`src/rtl/uart_pkg.sv`:
```
// Shared UART definitions: FSM state encoding and oversampling constants.
// Used by both the receiver and the transmitter.
package uart_pkg;

  typedef enum logic [1:0] {
    ST_IDLE  = 2'd0,
    ST_START = 2'd1,
    ST_DATA  = 2'd2,
    ST_STOP  = 2'd3
  } state_t;

  localparam int OVERSAMPLE = 16;
  localparam int MID_BIT    = 7;

endpackage

```
`src/rtl/sync_2ff.sv`:
```
// Two-flop synchronizer for asynchronous single-bit inputs.
// Reset value is a parameter so idle levels survive reset.
module sync_2ff #(
  parameter logic RST_VAL = 1'b1
) (
  input  logic clk,
  input  logic reset,
  input  logic d,
  output logic q
);

  logic meta;

  always_ff @(posedge clk or negedge reset) begin
    if (!reset) begin
      meta <= RST_VAL;
      q    <= RST_VAL;
    end else begin
      meta <= d;
      q    <= meta;
    end
  end

endmodule

```
`src/rtl/uart_rx.sv`:
```
// 8N1 UART receiver with 16x oversampling.
// Emits one strobe per good frame; bad stop bits raise frame_err.
module uart_rx
  import uart_pkg::*;
#(
  parameter int DBIT    = 8,
  parameter int SB_TICK = 16
) (
  input  logic            clk,
  input  logic            reset,
  input  logic            rx,
  input  logic            s_tick,
  output logic [DBIT-1:0] dout,
  output logic            rx_done_tick,
  output logic            frame_err
);

  localparam int SW = $clog2(SB_TICK);
  localparam int NW = (DBIT > 1) ? $clog2(DBIT) : 1;

  localparam logic [SW-1:0] S_MID  = SW'(MID_BIT);
  localparam logic [SW-1:0] S_BIT  = SW'(OVERSAMPLE - 1);
  localparam logic [SW-1:0] S_STOP = SW'(SB_TICK - 1);
  localparam logic [NW-1:0] N_LAST = NW'(DBIT - 1);

  state_t          state, state_n;
  logic [SW-1:0]   s, s_n;
  logic [NW-1:0]   n, n_n;
  logic [DBIT-1:0] b, b_n;
  logic [DBIT-1:0] dout_n;
  logic            done_n;
  logic            ferr_n;
  logic            stop_ok, stop_ok_n;
  logic            rx_s;

  sync_2ff #(
    .RST_VAL(1'b1)
  ) u_sync (
    .clk  (clk),
    .reset(reset),
    .d    (rx),
    .q    (rx_s)
  );

  always_ff @(posedge clk or negedge reset) begin
    if (!reset) begin
      state        <= ST_IDLE;
      s            <= '0;
      n            <= '0;
      b            <= '0;
      dout         <= '0;
      rx_done_tick <= 1'b0;
      frame_err    <= 1'b0;
      stop_ok      <= 1'b0;
    end else begin
      state        <= state_n;
      s            <= s_n;
      n            <= n_n;
      b            <= b_n;
      dout         <= dout_n;
      rx_done_tick <= done_n;
      frame_err    <= ferr_n;
      stop_ok      <= stop_ok_n;
    end
  end

  always_comb begin
    state_n   = state;
    s_n       = s;
    n_n       = n;
    b_n       = b;
    dout_n    = dout;
    done_n    = 1'b0;
    ferr_n    = 1'b0;
    stop_ok_n = stop_ok;
    unique case (state)
      ST_IDLE: begin
        if (!rx_s) begin
          state_n = ST_START;
          s_n     = '0;
        end
      end
      ST_START: begin
        if (s_tick) begin
          if (s == S_MID) begin
            if (!rx_s) begin
              state_n = ST_DATA;
              s_n     = '0;
              n_n     = '0;
            end else begin
              state_n = ST_IDLE;
            end
          end else begin
            s_n = s + 1'b1;
          end
        end
      end
      ST_DATA: begin
        if (s_tick) begin
          if (s == S_BIT) begin
            b_n = {rx_s, b[DBIT-1:1]};
            s_n = '0;
            if (n == N_LAST) state_n = ST_STOP;
            else n_n = n + 1'b1;
          end else begin
            s_n = s + 1'b1;
          end
        end
      end
      ST_STOP: begin
        if (s_tick) begin
          s_n = s + 1'b1;
          if (s == S_MID) stop_ok_n = rx_s;
          if (s == S_STOP) begin
            state_n = ST_IDLE;
            if (stop_ok) begin
              dout_n = b;
              done_n = 1'b1;
            end else begin
              ferr_n = 1'b1;
            end
          end
        end
      end
      default: state_n = ST_IDLE;
    endcase
  end

endmodule

```
`config.mk`:
```
export PLATFORM = sky130hd
export DESIGN_NAME = uart_rx
export DESIGN_NICKNAME = d
export VERILOG_FILES = /design/src/rtl/uart_pkg.sv /design/src/rtl/sync_2ff.sv /design/src/rtl/uart_rx.sv
export SDC_FILE = /design/constraint.sdc
export NUM_CORES = 1
export LEC_CHECK = 0
export CELL_PAD_IN_SITES_DETAIL_PLACEMENT = 0
export CELL_PAD_IN_SITES_GLOBAL_PLACEMENT = 1
export CORE_ASPECT_RATIO = 1.2
export CORE_MARGIN = 1
export CORE_UTILIZATION = 30
export DETAILED_ROUTE_END_ITERATION = 6
export PLACE_DENSITY_LB_ADDON = 0.1
export REMOVE_ABC_BUFFERS = 1
export SLEW_MARGIN = 25
export SYNTH_ARGS = -nofsm -noshare
export SYNTH_HDL_FRONTEND = slang
export SYNTH_SLANG_ARGS = --single-unit
export TNS_END_PERCENT = 100
```
`constraint.sdc`:
```
create_clock -name clk -period 2.7 [get_ports clk]
set_input_delay 0.81 -clock clk [delete_from_list [all_inputs] [get_ports clk]]
set_output_delay 0.81 -clock clk [all_outputs]
set_load 0.05 [all_outputs]
```
# [After elaboration in Yosys (flattened, before gate mapping)]
# Index checks and enable logic that the tools add are counted.
[op_classes] n_addsub=2 n_mul=0 n_div=0 n_lt_le_gt_ge=0 n_eq_ne=16 shift=0 mux=32 bitwise=0 n_reduce_logical=8
[ops] op="4-bit 2-to-1 mux" count=6
[ops] op="2-bit != test, second input constant" count=10
[ops] op="2-bit 2-to-1 mux" count=9
[ops] op="3-bit 2-to-1 mux" count=6
[ops] op="4-bit case mux with 4 select lines" count=1
[ops] op="3-bit AND reduction" count=3
[ops] op="1-bit 2-to-1 mux" count=8
[ops] op="2-bit case mux with 4 select lines" count=1
[ops] op="8-bit AND reduction" count=1
[ops] op="7-bit AND reduction" count=1
[ops] op="3-bit case mux with 2 select lines" count=1
[ops] op="4-bit by 1-bit adder with 4-bit output, second input constant" count=1
[ops] op="2-bit == test, second input constant" count=2
[ops] op="4-bit by 3-bit == test with 1-bit output, second input constant" count=1
[ops] op="4-bit == test, second input constant" count=1
[ops] op="4-bit AND reduction" count=1
[ops] op="3-bit by 1-bit adder with 3-bit output, second input constant" count=1
[ops] op="3-bit == test, second input constant" count=1
[ops] op="2-bit by 1-bit == test with 1-bit output, second input constant" count=1
[ops] op="2-bit logical NOT" count=1
[ops] op="2-bit nonzero test" count=1
[totals] ff_bits=30 latchBits=0 mem_bits_rw=0 rom_bits=0 out_inout_bits=10 word_cells=68 memories=0

# [Longest topological paths before layout]
# Gate-level depths: netlist of run 1.
[logic_depth] depth_word=5 mapped_depth=6 depth_no_buf=5

# [Modules after synthesis]
# From an unflattened synthesis of run 1, not the netlist that was laid out.
[unflattened] cells_unflattened=109 hier_area_um2=1382.6
[modules_own_cells] mod="uart_rx" n_inst=1 cells_each=107 area_each_um2=1330.0 seq_area_each_um2=700.7
[modules_own_cells] mod="sync_2ff" n_inst=1 cells_each=2 area_each_um2=52.6 seq_area_each_um2=52.6

# [Worst setup path before layout of run 1]
# Ideal clock, no wire load.
[synth_timing] path_kind="input-to-reg" start="input s_tick" end="register n[0]" arrival_ps=1682 required_ps=2575 path_slack_ps=893 cell_stages=5 path_buffers=1 cell_sequence="and4_1 and2_1 buf_6 and2b_1 mux2_2"
[synth_via] elab_chain_cells=2 elab_cells_between_ends=3
[synth_rtl] item="start, declared" line="uart_rx.sv:12" rtl="input logic s_tick,"
[synth_rtl] item="2-bit != test (no line)"
[synth_rtl] item="7-bit AND reduction (no line) (*)"
[synth_rtl] item="end signal, assigned" line="uart_rx.sv:58" rtl="n <= n_n;"
[synth_rtl] item="end, declared" line="uart_rx.sv:28" rtl="logic [NW-1:0] n, n_n;"
# Every way passes the cells marked *; elsewhere a longest branch is shown, timed or not.
# A chain may end at the register's enable or synchronous reset.

# [Worst setup path in the final report of run 1]
[layout_timing] start="register dout[2]" end="output dout[2]"
[layout_lines] item="start, declared" line="uart_rx.sv:13" rtl="output logic [DBIT-1:0] dout,"
[layout_lines] item="start signal, assigned" line="uart_rx.sv:60" rtl="dout <= dout_n;"
# No word-level cell between the ends.

==> metrics.md, run 1 <==
| Metric | Value |
|---|---|
| Status | complete, no violations |
| Post-synthesis cell type count | 34 |
| Placer congestion estimate | 0.685 |
| GRT Residual Overflow | 0 |
| Layout cell share with drive strength beyond 1 | 0.262 |
| Yosys top cell by area | dfrtp_1 |
| Power, Total | 0.00114 W |
| Area growth from synthesis to layout | 21.8% |
| Port Buf Inserts | 13 |
| Pre-CTS setup slack | 294 ps |
| Row cnt | 26 |
| Worst EP required | 1890 ps |
| Psw | 0.000350 W |
| Largest net degree at the start of global routing | 31 |
| Internal power | 0.000795 W |
| Fmax | 448 MHz |
| Leakage power | 0.795 nW |
| Die W | 62.8 um |
| Share of total power in combinational logic | 0.162 |
| Max-cap viol count | 0 |
| Clock-pin slew on the worst setup and hold paths | 60 ps |
| Post-synth top flop | dfrtp_1 |
| Final nets | 132 |
| RSZ-0062 raised after global routing | false |
| Rel. slew slack | 0.665 |
| CP Max Fanout | 2 |
| # diodes | 0 |
| Final Skew | 7.82 ps |
| Filler cells | 425 |
| DRC | 0 |
| Final Hold Vio Count | 0 |
| CP Launch Point | dout[2] |
| Critical Path End Type | output port |
| Number of synthesized flops with an enable pin | 0 |
| Tmin final | 2230 ps |
| Instance count of the mapped netlist | 106 |
| TNS Setup | 0 ps |
| Initial antenna violation count | 0 |
| First-pass GRT wire length | 4300 um |
| Register bit total from synthesis | 30 |
| CP Class | reg -> out |
| Switching share of total power | 0.306 |
| CTS Sinks | 30 |
| Iter 0 DRT Violations | 20 |
| Number of global-route vias before repair | 892 |
| Routed WL | 2420 um |
| Fin. max-slew vios | 0 |
| CP bufs+invs | 1 |
| Die ar. | 0.00470 mm2 |
| Fin cells | 182 |
| CTS Buf Count | 5 |
| Worst Max-Slew Pin Slew | 498 ps |
| Crit path max-delay cell type | clkdlybuf4s50_1 |
| TritonCTS clock tree | built |
| Die height | 74.9 um |
| Drt via density | 4.88 |
| Syn_area_per_cell | 12.5 um2 |
| Top cells by area, synth | dfrtp_1 (53%), mux2_2 (14%), dfstp_2 (4.0%), ha_1 (2.8%), a31oi_1 (1.9%) |
| FFs w/ async S/R, synth | 1.00 |
| CTS resizes | 0 |
| Worst hold path type | reg -> reg |
| GRT Resource Usage Total | 0.124 |
| Crit path DAT | 1420 ps |
| Yosys top cell area share | 0.527 |
| Depth of the CTS H-tree | 2 |
| Setup Fix Bufs, Post-CTS | 0 |
| TritonRoute pass-1 iters | 4 |
| CP max stage delay | 800 ps |
| Starting Density | 0.312 |
| Worst path cell trace | clkdlybuf4s50_1 |
| Clk_lat worst skew | 280 ps |
| CP startpoint kind | flip-flop |
| Clk network pwr share | 0.327 |
| Post-CTS Hold Fix Bufs | 0 |
| Clk buf depth | 2 |
| # setup viols final | 0 |
| Post-route ant nets | 0 |
| Worst hold slack | 356 ps |
| DP Cell Count | 174 |
| Sequential power share | 0.511 |
| Setup WS post-layout | 467 ps |
| Total vias in the final route | 889 |
| Hold path start | u_sync.meta |
| # IOs | 14 |
| CTS root buf | clkbuf_8 |
| Final Cycle Share | 0.827 |
| Max IR drop VDD | 265 uV |
| Drt wl/cell | 13.3 um |
| Cell area power density | 707 mW/mm2 |
| CP top delay family | buffers and inverters |
| CORE AREA | 0.00426 mm2 |
| Seq/Total Area, Yosys | 0.566 |
| DP Wirelength | 1710 um |
| Post-synthesis instance area | 0.00133 mm2 |
| Beginning of the worst register-to-register path | s[0] |
| Yosys warns | 0 |
-- logic make-up after synthesis --
group,after synthesis,synth area share
AOI/OAI and AO/OA,19,0.0950
adders and majority gates,3,0.0282
buffers and inverters,7,0.0263
DFF,30,0.566
and+or+nand+nor,30,0.140
muxes,17,0.144
-- cells in the mapped netlist (3+ instances only) --
master and count:
inv_1 4, dfrtp_1 28, ha_1 3, o21ai_0 5, nand3_1 4, nor2b_1 3, nand2_1 6, a31oi_1 4
mux2_2 17
-- layout by cell type, fill, tap and decap left out, types with 3 or more instances in the layout --
cell             synthesis  layout
o21ai_0                  5       5
a31oi_1                  4       4
dfrtp_1                 28      28
nor2b_1                  3       3
inv_1                    4       4
mux2_2                  17      17
clkbuf_8                 0       6
nand3_1                  4       4
clkdlybuf4s50_1          0      13
ha_1                     3       3
nand2_1                  6       6
-- routing by layer --
metal,GRT usage,routed length (um)
met1,0.130,1020
met2,0.217,1250
met3,0.0424,90
met4,0.0775,62
met5,0,0
-- power groups by stage --
stage / Clock (W) / Combinational (W) / Sequential [W]
floorplan: 0 / 0.000143 / 0.000566
finish: 0.000375 / 0.000186 / 0.000585
global placement: 0 / 0.000182 / 0.000593
detailed placement: 0 / 0.000189 / 0.000591
CTS: 0.000391 / 0.000189 / 0.000584
global route: 0.000418 / 0.000216 / 0.000600
-- layout make-up --
type | count | area [um2] | share of cell area
multi-input combinational | 69 | 542 | 0.334
inverter | 4 | 15.0 | 0.00927
timing repair buffer | 15 | 145 | 0.0896
sequential | 30 | 753 | 0.465
clock inverter | 2 | 12.5 | 0.00772
tap | 56 | 70.1 | 0.0432
clock buffer | 6 | 82.6 | 0.0510
-- final timing paths --
check,depth (start not counted),slack (ps),to
max,1,470,dout[2]
min,0,360,u_sync.q
max reg2reg,5,880,n[0]
min reg2reg,0,360,u_sync.q
max in group asynchronous,2,1460,u_sync.meta
min in group asynchronous,2,920,dout[3]
-- sequential cells by signal, summed over array words and instances, names as in the netlist, named ones only --
signal and count:
b 8, u_sync.meta 1, dout 8, s 4, frame_err 1, stop_ok 1
n 3, state 1, rx_done_tick 1, u_sync.q 1
-- per-stage QoR --
step           utilization  instance area [um2]
6_report             0.380                 1620
3_3_place_gp         0.358                 1530
4_1_cts              0.380                 1620
3_5_place_dp         0.358                 1530
2_1_floorplan            -                 1310
5_1_grt              0.380                 1620
Note: power is estimated with default switching activity, not from simulation.
==> inputs of run 2 (changes only) <==
==> constraint.sdc (replaced) <==
create_clock -name clk -period 1.8 [get_ports clk]
set_input_delay 0.54 -clock clk [delete_from_list [all_inputs] [get_ports clk]]
set_output_delay 0.54 -clock clk [all_outputs]
set_load 0.05 [all_outputs]
==> metrics.md, run 2 (synthesized netlist as in run 1, its figures left out) <==
| Metric | Value |
|---|---|
| Final Cycle Share | 0.945 |
| Layout cell share with drive strength beyond 1 | 0.379 (was 0.262) |
| Die height | 74.9 um (unchanged) |
| GRT Resource Usage Total | 0.124 (about the same) |
| R2R depth | 5 (unchanged) |
| Setup WS post-layout | 98.5 ps (was 467 ps) |
| Max IR drop VDD | 469 uV (was 265 uV) |
| CP Class | in -> reg (was reg -> out) |
| Post-route ant nets | 0 (unchanged) |
| # setup viols final | 0 (unchanged) |
| Depth of the CTS H-tree | 2 (unchanged) |
| Switching share of total power | 0.306 (about the same) |
| Core Util, Final | 0.389 (was 0.380) |
| Number of global-route vias before repair | 927 (was 892) |
| TritonCTS clock tree | built (unchanged) |
| Placer congestion estimate | 0.699 (was 0.685) |
| Largest net degree at the start of global routing | 31 (unchanged) |
| Psw | 0.000540 W (was 0.000350 W) |
| GRT Residual Overflow | 0 (unchanged) |
| GR Util met3 | 0.0379 (was 0.0424) |
| Worst Hold Depth | 0 (unchanged) |
| Sequential power share | 0.499 (was 0.511) |
| CTS Sinks | 30 (unchanged) |
| Tmin final | 1700 ps |
| Row cnt | 26 (unchanged) |
| Commonest non-fill, non-tap cell in the layout | dfrtp_1 (unchanged) |
| DRC | 0 (unchanged) |
| Most frequent cells in the layout | dfrtp_1 (28), mux2_2 (17), buf_4 (16) (was dfrtp_1 (28), mux2_2 (17), clkdlybuf4s50_1 (13)) |
| Pre-CTS setup slack | -340 ps (was 294 ps) |
| Initial antenna violation count | 0 (unchanged) |
| Die ar. | 0.00470 mm2 (unchanged) |
| Top Registers | b (8), dout (8), s (4) (unchanged) |
| Port Buf Inserts | 13 (unchanged) |
| Global routing usage on met1 | 0.138 (was 0.130) |
| CP startpoint kind | input pin (was flip-flop) |
| # IOs | 14 (unchanged) |
| Share of total power in combinational logic | 0.184 (was 0.162) |
| Area growth from synthesis to layout | 24.6% (was 21.8%) |
| Final nets | 138 (was 132) |
| Post-CTS Hold Fix Bufs | 0 (unchanged) |
| Final Skew | 5.89 ps (was 7.82 ps) |
| Leakage power | 0.845 nW (was 0.795 nW) |
| Die W | 62.8 um (unchanged) |
| CORE AREA | 0.00426 mm2 (unchanged) |
| Worst EP required | 1970 ps (was 1890 ps) |
| Grt met2 use | 0.213 (was 0.217) |
| Starting Density | 0.312 (unchanged) |
| Iter 0 DRT Violations | 27 (was 20) |
| Status | complete, no violations (unchanged) |
| Clock-pin slew on the worst setup and hold paths | 60 ps (about the same) |
| Crit path DAT | 1870 ps (was 1420 ps) |
| Internal power | 0.00123 W (was 0.000795 W) |
| Max-cap viol count | 0 (unchanged) |
| # diodes | 0 (unchanged) |
| Clk_lat worst skew | 280 ps (about the same) |
| Worst hold path type | reg -> reg (unchanged) |
| Clk network pwr share | 0.317 (was 0.327) |
| Fmax | 588 MHz |
| Fin. max-slew vios | 0 (unchanged) |
| First-pass GRT wire length | 4370 um (was 4300 um) |
| Drt via density | 4.80 (was 4.88) |
| CP Max Fanout | 4 (was 2) |
| CTS root buf | clkbuf_8 (unchanged) |
| GRT busiest layer | met2 (unchanged) |
| Worst Max-Slew Pin Slew | 377 ps (was 498 ps) |
| CTS Buf Count | 5 (unchanged) |
| Clk buf depth | 2 (unchanged) |
| Cell area power density | 1070 mW/mm2 (was 707 mW/mm2) |
| RSZ-0062 raised after global routing | false (unchanged) |
| Drt wl/cell | 13.5 um (was 13.3 um) |
| Critical Path End Type | flip-flop (was output port) |
| TritonRoute pass-1 iters | 2 (was 4) |
| Rel. slew slack | 0.749 (was 0.665) |
| Final Hold Vio Count | 0 (unchanged) |
| Routed WL | 2530 um (was 2420 um) |
| Total vias in the final route | 903 (was 889) |
| Filler cells | 412 (was 425) |
| DP Wirelength | 1740 um (was 1710 um) |
[run 2: routing by layer]
layer	up-vias	part of all wire
met5	-	0
met4	0	0.021
met2	15	0.51
met3	6	0.039
li1	438	-
met1	444	0.43
[run 2: area by class of cell]
class | count | area [um2] | area share
clock buffers | 6 | 82.6 | 0.0498
inverters | 4 | 15.0 | 0.00906
well taps | 56 | 70.1 | 0.0423
multi-input cells | 70 | 554 | 0.334
flip-flops and latches | 30 | 753 | 0.454
clock inverters | 2 | 12.5 | 0.00755
repair buffers | 20 | 170 | 0.103
[run 2: timing repair]
action / 4_1_cts / 5_1_grt
resized for setup: 1 / 2
pin swaps: 0 / 2
cloned: 0 / 1
setup endpoints to repair: 10 / 20
setup buffers: 0 / 0
[run 2: path summary, 6_finish.rpt]
check	slack, ps	endpoint	start
hold reg to reg	360	u_sync.q	u_sync.meta
hold / removal	360	u_sync.q	u_sync.meta
setup reg to reg	180	dout[5]	s[1]
min in group asynchronous	640	dout[4]	reset
setup / recovery	100	dout[5]	s_tick
max in group asynchronous	840	u_sync.meta	reset
[run 2: power by group through the flow]
stage	clock network (W)	logic (W)	registers, W
3_5_place_dp	0	0.000330	0.000885
2_1_floorplan	0	0.000215	0.000848
5_1_grt	0.000614	0.000380	0.000900
4_1_cts	0.000586	0.000332	0.000873
3_3_place_gp	0	0.000324	0.000884
6_report	0.000560	0.000325	0.000881
[run 2: critical path, cell delays in order]
cell and delay, ps:
clkdlybuf4s50_1 480, and4_1 240, and3_4 230, nand2_2 90
mux2_2 280
[run 2: stage by stage]
stage | std cells | hold WS (ps) | setup TNS [ps] | cell area (um2) | total power [W]
after floorplan | 103 | 244 | 0 | 1310 | 0.00106
after global placement | 179 | 346 | -5740 | 1550 | 0.00121
after detailed placement | 179 | 348 | -6100 | 1550 | 0.00122
after CTS | 187 | 358 | 0 | 1650 | 0.00179
after global routing | 188 | 361 | 0 | 1660 | 0.00189
final | 188 | 356 | 0 | 1660 | 0.00177
==> inputs of run 3 (changes only) <==
--- a/config.mk
+++ b/config.mk
@@ -12,6 +12,7 @@
 export CORE_UTILIZATION = 30
 export DETAILED_ROUTE_END_ITERATION = 6
 export PLACE_DENSITY_LB_ADDON = 0.1
+export RECOVER_POWER = 100
 export REMOVE_ABC_BUFFERS = 1
 export SLEW_MARGIN = 25
 export SYNTH_ARGS = -nofsm -noshare
==> metrics.md, run 3 (synthesized netlist as in run 1, its figures left out) <==
| Metric | Value |
|---|---|
| Tmin final | 1700 ps (about the same) |
| Fmax | 589 MHz (was 588 MHz) |
| Initial antenna violation count | 0 (unchanged) |
| DRC | 0 (unchanged) |
| Layout cell share with drive strength beyond 1 | 0.341 (was 0.379) |
| Leakage power | 0.837 nW (was 0.845 nW) |
| Starting Density | 0.312 (unchanged) |
| Largest net degree at the start of global routing | 31 (unchanged) |
| Iter 0 DRT Violations | 20 (was 27) |
| CTS Buf Count | 5 (unchanged) |
| Crit path DAT | 1870 ps (about the same) |
| GRT Residual Overflow | 0 (unchanged) |
| Placer congestion estimate | 0.699 (unchanged) |
| Die ar. | 0.00470 mm2 (unchanged) |
| Die height | 74.9 um (unchanged) |
| Final nets | 138 (unchanged) |
| Routed WL | 2550 um (was 2530 um) |
| Most frequent cells in the layout | dfrtp_1 (28), mux2_2 (17), clkbuf_2 (8) (was dfrtp_1 (28), mux2_2 (17), buf_4 (16)) |
| Final Skew | 6.17 ps (was 5.89 ps) |
| Cell area after layout | 0.00162 mm2 (was 0.00166 mm2) |
| Worst R2R Setup Slack | 170 ps (was 180 ps) |
| Post-route ant nets | 0 (unchanged) |
| Drt via density | 4.81 (was 4.80) |
| CP startpoint kind | input pin (unchanged) |
| Beginning of the worst register-to-register path | s[1] (unchanged) |
| Cell area power density | 1090 mW/mm2 (was 1070 mW/mm2) |
| Setup Fix Bufs, Post-CTS | 0 (unchanged) |
| DP Wirelength | 1740 um (unchanged) |
| CP Max Fanout | 4 (unchanged) |
| Hold path start | u_sync.meta (unchanged) |
| CP Class | in -> reg (unchanged) |
| Worst Max-Slew Pin Slew | 737 ps (was 377 ps) |
| Post-CTS Hold Fix Bufs | 0 (unchanged) |
| Worst hold slack | 356 ps (about the same) |
| Depth of the CTS H-tree | 2 (unchanged) |
| # setup viols final | 0 (unchanged) |
| Worst Hold End | u_sync.q (unchanged) |
| CTS Sinks | 30 (unchanged) |
| Final Hold Vio Count | 0 (unchanged) |
| Final Cycle Share | 0.944 (was 0.945) |
| First-pass GRT wire length | 4370 um (unchanged) |
| Row cnt | 26 (unchanged) |
| Reg2reg end | n[0] (was dout[5]) |
| Die W | 62.8 um (unchanged) |
| Worst EP required | 1970 ps (about the same) |
| Filler cells | 421 (was 412) |
| R2R depth | 5 (unchanged) |
| # IOs | 14 (unchanged) |
| Placed inst area | 0.00155 mm2 (unchanged) |
| Core Util, Final | 0.379 (was 0.389) |
| Area growth from synthesis to layout | 21.4% (was 24.6%) |
| Clock-pin slew on the worst setup and hold paths | 70 ps (was 60 ps) |
| Clk buf depth | 2 (unchanged) |
| Drt wl/cell | 13.5 um (about the same) |
| TritonCTS clock tree | built (unchanged) |
| CTS root buf | clkbuf_8 (unchanged) |
| Max-cap viol count | 0 (unchanged) |
| GRT Resource Usage Total | 0.124 (unchanged) |
| Port Buf Inserts | 13 (unchanged) |
| Fin. max-slew vios | 0 (unchanged) |
| Max IR drop VDD | 465 uV (was 469 uV) |
| CORE AREA | 0.00426 mm2 (unchanged) |
| Pre-CTS setup slack | -340 ps (unchanged) |
| TritonRoute pass-1 iters | 4 (was 2) |
| # diodes | 0 (unchanged) |
| Setup WS post-layout | 101 ps (was 98.5 ps) |
| Total vias in the final route | 904 (was 903) |
| Top Registers | b (8), dout (8), s (4) (unchanged) |
| Commonest non-fill, non-tap cell in the layout | dfrtp_1 (unchanged) |
| Status | complete, no violations (unchanged) |
| RSZ-0062 raised after global routing | false (unchanged) |
| Number of global-route vias before repair | 927 (unchanged) |
| Critical Path End Type | flip-flop (unchanged) |
| Rel. slew slack | 0.509 (was 0.749) |
| Clk_lat worst skew | 280 ps (about the same) |
| Worst Hold Depth | 0 (unchanged) |
| Worst hold path type | reg -> reg (unchanged) |
## run 3: cell types whose count changed in the layout (fill, tap and decap cells not counted)
cell | before | now
buf_4 | 16 | 4
dlygate4sd3_1 | 0 | 2
buf_12 | 1 | 0
clkbuf_2 | 0 | 8
clkbuf_1 | 0 | 4
clkdlybuf4s50_1 | 3 | 1
dlymetal6s2s_1 | 0 | 1
## run 3: area by class of cell
class                   instances  area (um2)  area share
well taps                      56        70.1      0.0434
flip-flops and latches         30         753       0.466
repair buffers                 20         128      0.0790
multi-input cells              70         554       0.343
clock buffers                   6        82.6      0.0511
clock inverters                 2        12.5     0.00775
inverters                       4        15.0     0.00930
## run 3: power by group
group | switching [W] | internal (W)
clock network | 0.000258 | 0.000307
logic | 0.000157 | 0.000158
registers | 0.000130 | 0.000751
total | 0.000545 | 0.00121
## run 3: per-stage QoR
stage                     std cells  total power (W)  TNS, ps
after CTS                       187          0.00179        0
after global routing            188          0.00188        0
final                           188          0.00176        0
after detailed placement        179          0.00122    -6100
after floorplan                 103          0.00106        0
after global placement          179          0.00121    -5740
## run 3: critical path, stage by stage
cell and delay (ps):
clkdlybuf4s50_1 480, and4_1 240, and3_4 230, nand2_2 90, mux2_2 280
## run 3: how the worst max path moves through the flow
stage,startpoint,end,slack (ps),depth (start not counted)
global route,s_tick,s[0],30,7
CTS,s_tick,n[0],50,5
detailed placement,s_tick,b[6],-340,4
global placement,s_tick,b[3],-320,4
finish,s_tick,dout[5],100,5
floorplan,s[0],n[0],160,5
## run 3: timing repair
item	4_1_cts	5_1_grt
gates resized for setup	1	2
setup endpoints to repair	10	20
pin swaps	0	2
gates cloned	0	1
## run 3: per-layer routing
metal | track usage | vias up | share of wire
li1 | - | 439 | -
met1 | 0.138 | 444 | 0.44
met2 | 0.213 | 15 | 0.50
met3 | 0.0379 | 6 | 0.040
met4 | 0.0775 | 0 | 0.021
met5 | 0 | - | 0
